<file path="src/rtl/ctl_setup_rx.sv">
// Receive side of the control pipe-0 path: captures the 8-byte SETUP payload,
// decodes the standard request fields and sequences the PIPE0 select/start handshake.
module ctl_setup_rx #(
    parameter int ACCEPT_TIMEOUT = 4
) (
    input  logic        clock,
    input  logic        reset,
    input  logic        s_tvalid_i,
    output logic        s_tready_o,
    input  logic        s_tlast_i,
    input  logic [7:0]  s_tdata_i,
    input  logic        s_terror_i,
    output logic        select_o,
    output logic        start_o,
    input  logic        accept_i,
    input  logic        error_i,
    input  logic        done_i,
    input  logic        status_i,
    output logic [7:0]  req_type_o,
    output logic [7:0]  req_args_o,
    output logic [15:0] req_value_o,
    output logic [15:0] req_index_o,
    output logic [15:0] req_length_o,
    output logic        dir_in_o,
    output logic        stall_o,
    output logic        data_done_o,
    output logic        bad_setup_o
);

    typedef enum logic [2:0] {
        S_IDLE, S_START, S_WAIT, S_ACTIVE, S_STALL
    } state_t;

    localparam logic [3:0] TMO = 4'(ACCEPT_TIMEOUT);

    state_t           state_q, state_d;
    logic [3:0]       cnt_q, cnt_d;
    logic [3:0]       tmr_q, tmr_d;
    logic [6:0][7:0]  sh_q, sh_d;
    logic [63:0]      req_q, req_d;
    logic             data_done_q, data_done_d;
    logic             bad_setup_q, bad_setup_d;

    logic first_beat, last_beat, pkt_ok;

    assign first_beat = s_tvalid_i && (cnt_q == 4'd0);
    assign last_beat  = s_tvalid_i && s_tlast_i;
    // A well-formed end can only be the 8th byte; one landing in ACTIVE means
    // the packet started without an abort and is treated as malformed.
    assign pkt_ok     = last_beat && (cnt_q == 4'd7) && !s_terror_i && (state_q != S_ACTIVE);

    always_ff @(posedge clock or posedge reset) begin
        if (reset) state_q <= S_IDLE;
        else       state_q <= state_d;
    end

    always_comb begin
        state_d = state_q;
        unique case (state_q)
            S_IDLE:   state_d = S_IDLE;
            S_START:  state_d = S_WAIT;
            S_WAIT: begin
                if (error_i)                      state_d = S_STALL;
                else if (accept_i)                state_d = S_ACTIVE;
                else if ((tmr_q + 4'd1) == TMO)   state_d = S_STALL;
            end
            S_ACTIVE: if (status_i) state_d = S_IDLE;
            S_STALL:  state_d = S_STALL;
            default:  state_d = S_IDLE;
        endcase
        if (first_beat) state_d = S_IDLE;
        if (last_beat)  state_d = pkt_ok ? S_START : S_IDLE;
    end

    always_comb begin
        select_o = (state_q == S_START) || (state_q == S_WAIT) || (state_q == S_ACTIVE);
        start_o  = (state_q == S_START);
        stall_o  = (state_q == S_STALL);
    end

    // Capture path: the 8th byte bypasses the shadow so fields land with start_o.
    always_comb begin
        cnt_d       = cnt_q;
        sh_d        = sh_q;
        req_d       = req_q;
        bad_setup_d = 1'b0;
        if (s_tvalid_i) begin
            for (int i = 0; i < 7; i++)
                if (cnt_q == 4'(i)) sh_d[i] = s_tdata_i;
            if (cnt_q != 4'd9) cnt_d = cnt_q + 4'd1;
            if (s_tlast_i) begin
                cnt_d = 4'd0;
                if (pkt_ok) req_d = {s_tdata_i, sh_q};
                else        bad_setup_d = 1'b1;
            end
        end
    end

    always_comb begin
        tmr_d       = tmr_q;
        data_done_d = data_done_q;
        if (state_q == S_START) begin
            tmr_d       = 4'd0;
            data_done_d = 1'b0;
        end else if (state_q == S_WAIT) begin
            tmr_d = tmr_q + 4'd1;
        end
        if (state_q == S_ACTIVE && done_i) data_done_d = 1'b1;
        if (first_beat && state_q != S_IDLE) data_done_d = 1'b0;
    end

    always_ff @(posedge clock or posedge reset) begin
        if (reset) begin
            cnt_q       <= 4'd0;
            tmr_q       <= 4'd0;
            sh_q        <= '0;
            req_q       <= '0;
            data_done_q <= 1'b0;
            bad_setup_q <= 1'b0;
        end else begin
            cnt_q       <= cnt_d;
            tmr_q       <= tmr_d;
            sh_q        <= sh_d;
            req_q       <= req_d;
            data_done_q <= data_done_d;
            bad_setup_q <= bad_setup_d;
        end
    end

    assign s_tready_o   = 1'b1;
    assign req_type_o   = req_q[7:0];
    assign req_args_o   = req_q[15:8];
    assign req_value_o  = req_q[31:16];
    assign req_index_o  = req_q[47:32];
    assign req_length_o = req_q[63:48];
    assign dir_in_o     = req_q[7];
    assign data_done_o  = data_done_q;
    assign bad_setup_o  = bad_setup_q;

endmodule

</file>
<file path="config.mk">
export PLATFORM = sky130hd
export DESIGN_NAME = ctl_setup_rx
export DESIGN_NICKNAME = d
export VERILOG_FILES = /design/src/rtl/ctl_setup_rx.sv
export SDC_FILE = /design/constraint.sdc
export NUM_CORES = 1
export LEC_CHECK = 0
export CORE_AREA = 2 2 97 99
export CTS_CLUSTER_DIAMETER = 150
export DETAILED_ROUTE_END_ITERATION = 10
export DIE_AREA = 0 0 99 101
export DONT_BUFFER_PORTS = 1
export PLACE_DENSITY_LB_ADDON = 0.25
export SYNTH_ARGS = -nofsm -noshare
export SYNTH_HDL_FRONTEND = slang
export SYNTH_SLANG_ARGS = --single-unit
</file>
<file path="constraint.sdc">
create_clock -name clock -period 5.2 [get_ports clock]
set_input_delay 0.52 -clock clock [delete_from_list [all_inputs] [get_ports clock]]
set_output_delay 0.52 -clock clock [all_outputs]
set_load 0.01 [all_outputs]
</file>
==> results list, run 1 <==
* Cell family with most CP delay: compound AO/OA/AOI/OAI gates
* Vias in the first global route: 3005
* Final worst path period need: 2190 ps
* Most area-hungry cell type in the Yosys netlist: dfrtp_1
- The critical path starts at state_q[0].
- Global routing finished with a remaining overflow of 0.
* Placement Setup Slack: 3030 ps
- Number of cells after detailed placement: 457
* Number of cells traversed by the worst hold path: 1
* Final-report max-slew violation count: 0
- The first global-routing pass estimated 16200 um of wire.
- Post-detailed-routing wire length: 9970 um
- After detailed routing, the average wire length per cell comes to 20.3 um.
- Once the clock tree was built, the resizer swapped 0 gates to a different size.
- Cells after synthesis: 362
- Counting distinct cell types in the post-synthesis netlist gives 37.
- Cell chosen for the clock root: clkbuf_8
* Count of synthesis-stage warnings from yosys: 0
- Final Setup Violations: 0
- Post-route cell area: 6150 um^2
- Number of synthesized register bits: 133
* Clock sink count: 133
- Max_cap viols: 0
- When the netlist entered floorplanning its net count stood at 385.
- VDD sags by at most 0.000303 V.
* Top-area cell type share of the netlist area: 60.2%
- Clock Skew: 5.66 ps
- The largest single stage delay on the critical path is 910 ps.
- The H-tree was split into 4 levels.
* Clock transition time at the flip-flop clock pins of the worst setup and hold paths: 60 ps
- Number of port buffers: 0
* RSZ-0062 raised after global routing: false
- Vias after detailed routing: 2888
- At the end of routability-driven placement, the weighted congestion stood at 0.867.
- In the final layout, the share of cells above drive strength 1 is 42.0%.
- Effective utilization at floorplan: 61.6%
- At the end of the flow the core is filled with cells to 68.5%.
- Maximum number of pins on one net before global-route repair: 72
- Worst R2R Start: state_q[0]
- Launch instance of the worst min-delay path: s_tlast_i
* Die boundary height: 101 um
- STA classifies the critical path endpoint as a flop.
- I/O pins: 88
- Achievable Freq: 457 MHz
- After layout, the worst setup slack is 3010 ps.
- The flow ran to the end, and the final reports show no timing, DRC or antenna violations.
- Measured in cells, the most critical reg-to-reg path has a length of 2.
* Signal arrival time at the worst endpoint: 2570 ps
* Detail-routed via count per cell: 5.89
* Crit path kind: flop to flop
* Number of antenna violations at the first check in global routing: 0
* Power density over the cells: 443 nW/um^2
- In the finished design, the share of the clock period the worst path needs comes to 42.1%.
- After synthesis the cells add up to 5530 um^2.
* Worst-case headroom to the max-slew limit: 30.9%
- Post-route DRC violation count: 0
* Cts hold-fix bufs: 1
- # rows: 35
- Overall Global Routing Usage: 21.6%
- Data on the critical path is required at its endpoint by 5580 ps.
- On the critical path, the stage with the largest delay is an instance of a211o_4.
- The tightest min-delay check is of the input pin to flop type.
- From synthesis to final layout, the design area changed by 11.3%.
- Sequential share of the synthesized area: 60.2%
- Once the clock tree was built, the setup fixing pass inserted 0 buffers.
- Critical path cell sequence: a211o_4, mux2_2
* Worst Hold End: cnt_q[3]
- Counting both buffers and inverters, the worst setup path holds a total of 0.
* Clock Path Buffers: 2
- Insertion delay to the later sink of the worst-skew pair: 510 ps
* Highest-count cells in the layout ignoring fill and taps: dfrtp_1 (133), mux2_2 (82), mux2_4 (38), clkbuf_16 (16), o21ai_0 (13)
- Along the worst path, the maximum fanout reaches 66.
- Setup TNS: 0 ps
- The number of failing hold endpoints at the final stage came to 0.
* Total stage count of the critical path: 2
- TritonCTS built the clock tree.
- Horiz. Die Dim: 99 um
- Antenna cells: 0
- Before antenna repair, the detailed router went through 4 iterations.
* Detail Route Antenna Nets: 0
- Violation count after the first detailed-routing iteration: 113
* Placed Area: 5570 um^2
- Number of nets at the end of the flow: 389
- Total CTS buffers: 17
- R2r setup slk: 3010 ps
- Synth area leaders: dfrtp_1 (60%), mux2_2 (17%), mux2_4 (10%), ha_1 (1.4%), o21ai_0 (1.2%)
* Number of standard cells in the layout, taps in and fillers out: 490
- The die covers 10000 um^2.
- Core box area: 8980 um^2
- Average instance area after synthesis: 15.3 um^2
- Detailed placement finished with a half-perimeter wire length of 6350 um.
- Worst-margin pin slew: 1040 ps
- The library cell used most frequently in the layout, excluding fill and tap cells, is dfrtp_1.
- Summed over all cells, the static leakage comes to 3.09 nW.
* Element type at the critical path start: flop
* R2r endpoint: req_q[60]
[cell type report]
cell class,instances,area [um^2]
repair buffers,2,17.5
clock inverters,11,125
inverters,9,38.8
flip-flops and latches,133,3330
clock buffers,21,449
multi-input cells,203,2050
well taps,111,139
fillers,612,2830
[metrics by stage]
stage / power (mW) / hold slack, ps
2_1_floorplan: 1.55 / 475
3_3_place_gp: 1.59 / 481
3_5_place_dp: 1.61 / 490
4_1_cts: 2.76 / 79.9
5_1_grt: 2.85 / 97.0
6_report: 2.73 / 113
[registers in the layout, indices dropped and copies added (netlist names)]
signal	flops
data_done_o	1
state_q	3
bad_setup_o	1
tmr_q	4
cnt_q	4
sh_q	56
req_q	64
[how the worst max path moves through the flow]
stage / endpoint / slack, ps
3_3_place_gp: req_q[59] / 3090
6_report: req_q[60] / 3010
4_1_cts: req_q[60] / 3020
3_5_place_dp: req_q[48] / 3030
2_1_floorplan: bad_setup_o / 1130
5_1_grt: req_q[60] / 2880
[worst reg2reg max path: stages (launching register included)]
cell and delay, ps:
dfrtp_1 700, a211o_4 910, mux2_2 460
[where the power goes]
part           switching [mW]  internal (mW)  leakage, nW
Combinational          0.0947          0.165         1.03
Clock                   0.426          0.709        0.279
Sequential              0.113           1.22         1.78
Total                   0.634           2.09         3.09
[routing by layer]
layer / wire, um / vias to the layer above / GRT usage [%] / part of all wire, %
met4: 121 / 0 / 8.11 / 1.2
met5: 0 / - / 0 / 0
met2: 4890 / 93 / 33.3 / 49
met1: 4130 / 1484 / 26.6 / 41
met3: 823 / 10 / 10.5 / 8.3
li1: - / 1301 / - / -
[synth_stat cells, drive strengths merged]
cell type	number
o22ai	1
o31ai	1
o311ai	1
a31oi	2
nor2	8
a32o	1
nand2	8
o21ai	13
ha	6
nand2b	4
a211o	1
conb	1
dfrtp	133
mux2i	2
a31o	1
a21boi	1
mux2	120
nand4b	2
nor2b	6
inv	9
clkbuf	3
nor3	2
nand3	2
nand4	3
a21oi	5
a2bb2oi	1
and3	5
a22oi	3
nor3b	2
nor4b	1
buf	14
[cells by family after synthesis]
| family | after synthesis | share of synthesized area, % |
|---|---|---|
| compound gates | 31 | 3.46 |
| mux | 122 | 27.4 |
| simple gates | 43 | 4.73 |
| flops | 133 | 60.2 |
| other cells | 1 | 0.0678 |
| fa+ha+maj | 6 | 1.36 |
| buf+inv | 26 | 2.78 |
Note: power is estimated with default switching activity, not from simulation.
==> inputs of run 2 (changes only) <==
- clock period: 5.2 -> 2.13 ns (I/O delays scaled with it)
==> run 2 against run 1 <==
  * Clock-buffer cell count is 3 lower
  * Power is 140% higher
  * Maximum frequency is 8.5% higher
  * Clock skew is 2.4 ps higher
  * Critical path type unchanged
==> results list, run 2 (same netlist as run 1, synthesis figures left out) <==
- The clock insertion delay at the later pin of the skew report is 510 ps (about the same).
* Register bank with the most flops: req_q (unchanged)
- Die Outline Area: 10000 um^2 (unchanged)
- The total of max-cap violations is 0 (unchanged).
- Portion of total power attributed to sequential cells: 50.6% (was 48.9%)
- The initial cell density of the core was 61.6% (unchanged).
- Utilization after layout: 70.7% (was 68.5%)
- The minimum hold slack was 30.4 ps (was 113 ps).
- Number of nets at the end of the flow: 413 (was 389)
- Critical path cell sequence: nor2b_4, nor4b_1, o311ai_1, dlygate4sd3_1, and3_1 (was a211o_4, mux2_2).
- Most common cell after layout, fill and taps aside: dfrtp_1 (unchanged)
* Outcome: completed (unchanged)
* # rows: 35 (unchanged)
- Number of antenna violations at the first check in global routing: 0 (unchanged)
* Final Setup Violations: 0 (unchanged)
- The post-placement cell count came to 465 (was 457).
- Power density over the cells: 1010 nW/um^2 (was 443 nW/um^2)
- Endpoint class of the critical path: flop (unchanged)
* Clock Skew: 8.02 ps (was 5.66 ps)
- Clock tree from TritonCTS: yes (unchanged)
- Gpl congestion: 0.903 (was 0.867)
- Setup WS post-layout: 113 ps (was 3010 ps)
- Critical path launch point: state_q[2] (was state_q[0])
* Final worst path period need: 2020 ps (was 2190 ps)
- Worst-margin pin slew: 744 ps (was 1040 ps)
* Clock transition time at the flip-flop clock pins of the worst setup and hold paths: 60 ps (about the same)
- Fraction of layout instances using a drive strength above 1: 42.5% (was 42.0%)
* I/O pins: 88 (unchanged)
- Proportion of power drawn by combinational gates: 11.1% (was 9.5%)
- Clock Path Buffers: 2 (unchanged)
- The number of buffers inserted by port buffering was 0 (unchanged).
- Overall Global Routing Usage: 23.2% (was 21.6%)
- The critical path start-end classification is flop to flop (unchanged).
- Tcrit/Tclk final: 94.7% (was 42.1%)
* Detail-routed via count per cell: 5.86 (was 5.89)
* GR Overflow Total: 0 (unchanged)
- The wire length of the first global-routing pass is 17200 um (was 16200 um).
* Detail Route Antenna Nets: 0 (unchanged)
- The highest clock rate is 496 MHz (was 457 MHz).
* Number of standard cells in the layout, taps in and fillers out: 513 (was 490)
* Slowest stage cell, crit path: dlygate4sd3_1 (was a211o_4)
- Core box area: 8980 um^2 (unchanged)
- The startpoint of the most critical hold path was status_i (was s_tlast_i).
- Switching share of power: 24.7% (was 23.2%)
* Pint: 4.83 mW (was 2.09 mW)
- The number of levels in the clock H-tree came to 4 (unchanged).
- The startpoint of the worst register-to-register path is state_q[2] (was state_q[0]).
- The family of cells with the greatest summed delay on the critical path is simple AND/OR/NAND/NOR gates (was compound AO/OA/AOI/OAI gates).
- The die height was 101 um (unchanged).
- Worst-case headroom to the max-slew limit: 50.3% (was 30.9%)
- The accumulated negative setup slack was 0 ps (unchanged).
* Placement Setup Slack: 360 ps (was 3030 ps)
- Signal arrival time at the worst endpoint: 2410 ps (was 2570 ps)
- The net switching power figure came to 1.58 mW (was 0.634 mW).
- The iteration count of the initial detailed-routing pass was 6 (was 4).
- The layout overhead on the synthesized area came to 14.8% (was 11.3%).
- The violation count after the first detailed-routing iteration came to 99 (was 113).
- The worst-case vdd ir drop is 0.000516 V (was 0.000303 V).
* Post-detailed-routing wire length: 10600 um (was 9970 um)
- Power Total: 6.41 mW (was 2.73 mW)
- The number of clock buffers inserted by TritonCTS is 17 (unchanged).
- The number of inserted filler cells in the final layout is 605 (was 612).
* Clk network pwr share: 38.3% (was 41.6%)
* Cell chosen for the clock root: clkbuf_8 (unchanged)
- The residual DRC count was 0 (unchanged).
* Critical-path maximum fanout: 10 (was 66)
- The delay of the slowest cell on the worst path was 580 ps (was 910 ps).
* Leakage: 3.18 nW (was 3.09 nW)
- RSZ-0062 raised after global routing: false (unchanged).
- The critical path launch point type was a flop (unchanged).
* Horiz. Die Dim: 99 um (unchanged)
* Maximum number of pins on one net before global-route repair: 45 (was 72)
* Routed wire per std cell: 20.6 um (was 20.3 um)
- The number of flip-flops under the largest register name is 64 (unchanged).
- The number of failing hold endpoints at the final stage came to 0 (unchanged).
- The antenna cell count was 0 (unchanged).
* Vias after detailed routing: 3005 (was 2888)
* Final-report max-slew violation count: 0 (unchanged)
- Count of buffering cells on the critical path with inverters included: 1 (was 0)
- The final design instance area without fill is 6340 um^2 (was 6150 um^2).
* Regs by FF count: req_q: 64 flops, sh_q: 56 flops (unchanged)
- Highest-count cells in the layout ignoring fill and taps: dfrtp_1 (131), mux2_2 (82), mux2_4 (38), clkbuf_16 (16), dlygate4sd3_1 (16) (was dfrtp_1 (133), mux2_2 (82), mux2_4 (38), clkbuf_16 (16), o21ai_0 (13))
- Hold Path Class: input pin to flop (unchanged)
- Clock sink count: 133 (unchanged)
- The worst endpoint required time is 2530 ps (was 5580 ps).
* Placed Area: 5660 um^2 (was 5570 um^2)
- HPWL after DPL: 6770 um (was 6350 um)
* Vias in the first global route: 3156 (was 3005)
-- run 2: cell types whose count changed in the layout (fill, tap and decap cells not counted), moves of 3 or more --
cell,before,now
dlygate4sd3_1,1,16
clkinv_2,3,6
buf_12,0,3
clkinv_4,2,5
buf_4,1,7
inv_6,3,0
-- run 2: worst paths after layout --
check / to / slack [ps] / depth (start not counted)
max reg2reg: state_q[2] / 110 / 5
max: state_q[2] / 110 / 5
min: state_q[0] / 30 / 2
max in group asynchronous: sh_q[37] / 1090 / 3
min reg2reg: req_q[5] / 500 / 1
min in group asynchronous: sh_q[45] / 310 / 2
-- run 2: final cells by class --
type | instances | area (um^2) | area share, %
timing repair buffer | 26 | 273 | 4.30
multi-input combinational | 203 | 2060 | 32.4
tap | 111 | 139 | 2.19
inverter | 9 | 37.5 | 0.592
clock inverter | 13 | 88.8 | 1.40
sequential | 133 | 3330 | 52.5
clock buffer | 18 | 418 | 6.59
-- run 2: layer usage --
layer	global-route usage, %	vias to the layer above	wire length (um)
met2	36.3	85	5220
met4	9.06	0	135
met5	0	-	0
met1	29.4	1564	4480
met3	8.95	15	731
li1	-	1341	-
-- run 2: power groups by stage --
stage / Combinational [mW] / Sequential (mW) / Clock, mW
5_1_grt: 0.791 / 3.31 / 2.61
3_5_place_dp: 0.665 / 3.29 / 0
3_3_place_gp: 0.629 / 3.26 / 0
6_report: 0.711 / 3.25 / 2.45
4_1_cts: 0.721 / 3.25 / 2.51
2_1_floorplan: 0.579 / 3.20 / 0
-- run 2: what timing repair did --
action,4_1_cts,5_1_grt
setup endpoints to repair,0,1
hold endpoints to repair,102,1
resized for setup,0,6
setup buffers,0,1
hold buffers,14,2
==> inputs of run 3 (changes only) <==
- SLEW_MARGIN: not set -> 20
==> results of run 3 <==
No change in the layout: final DEF, timing and power equal those of run 2.
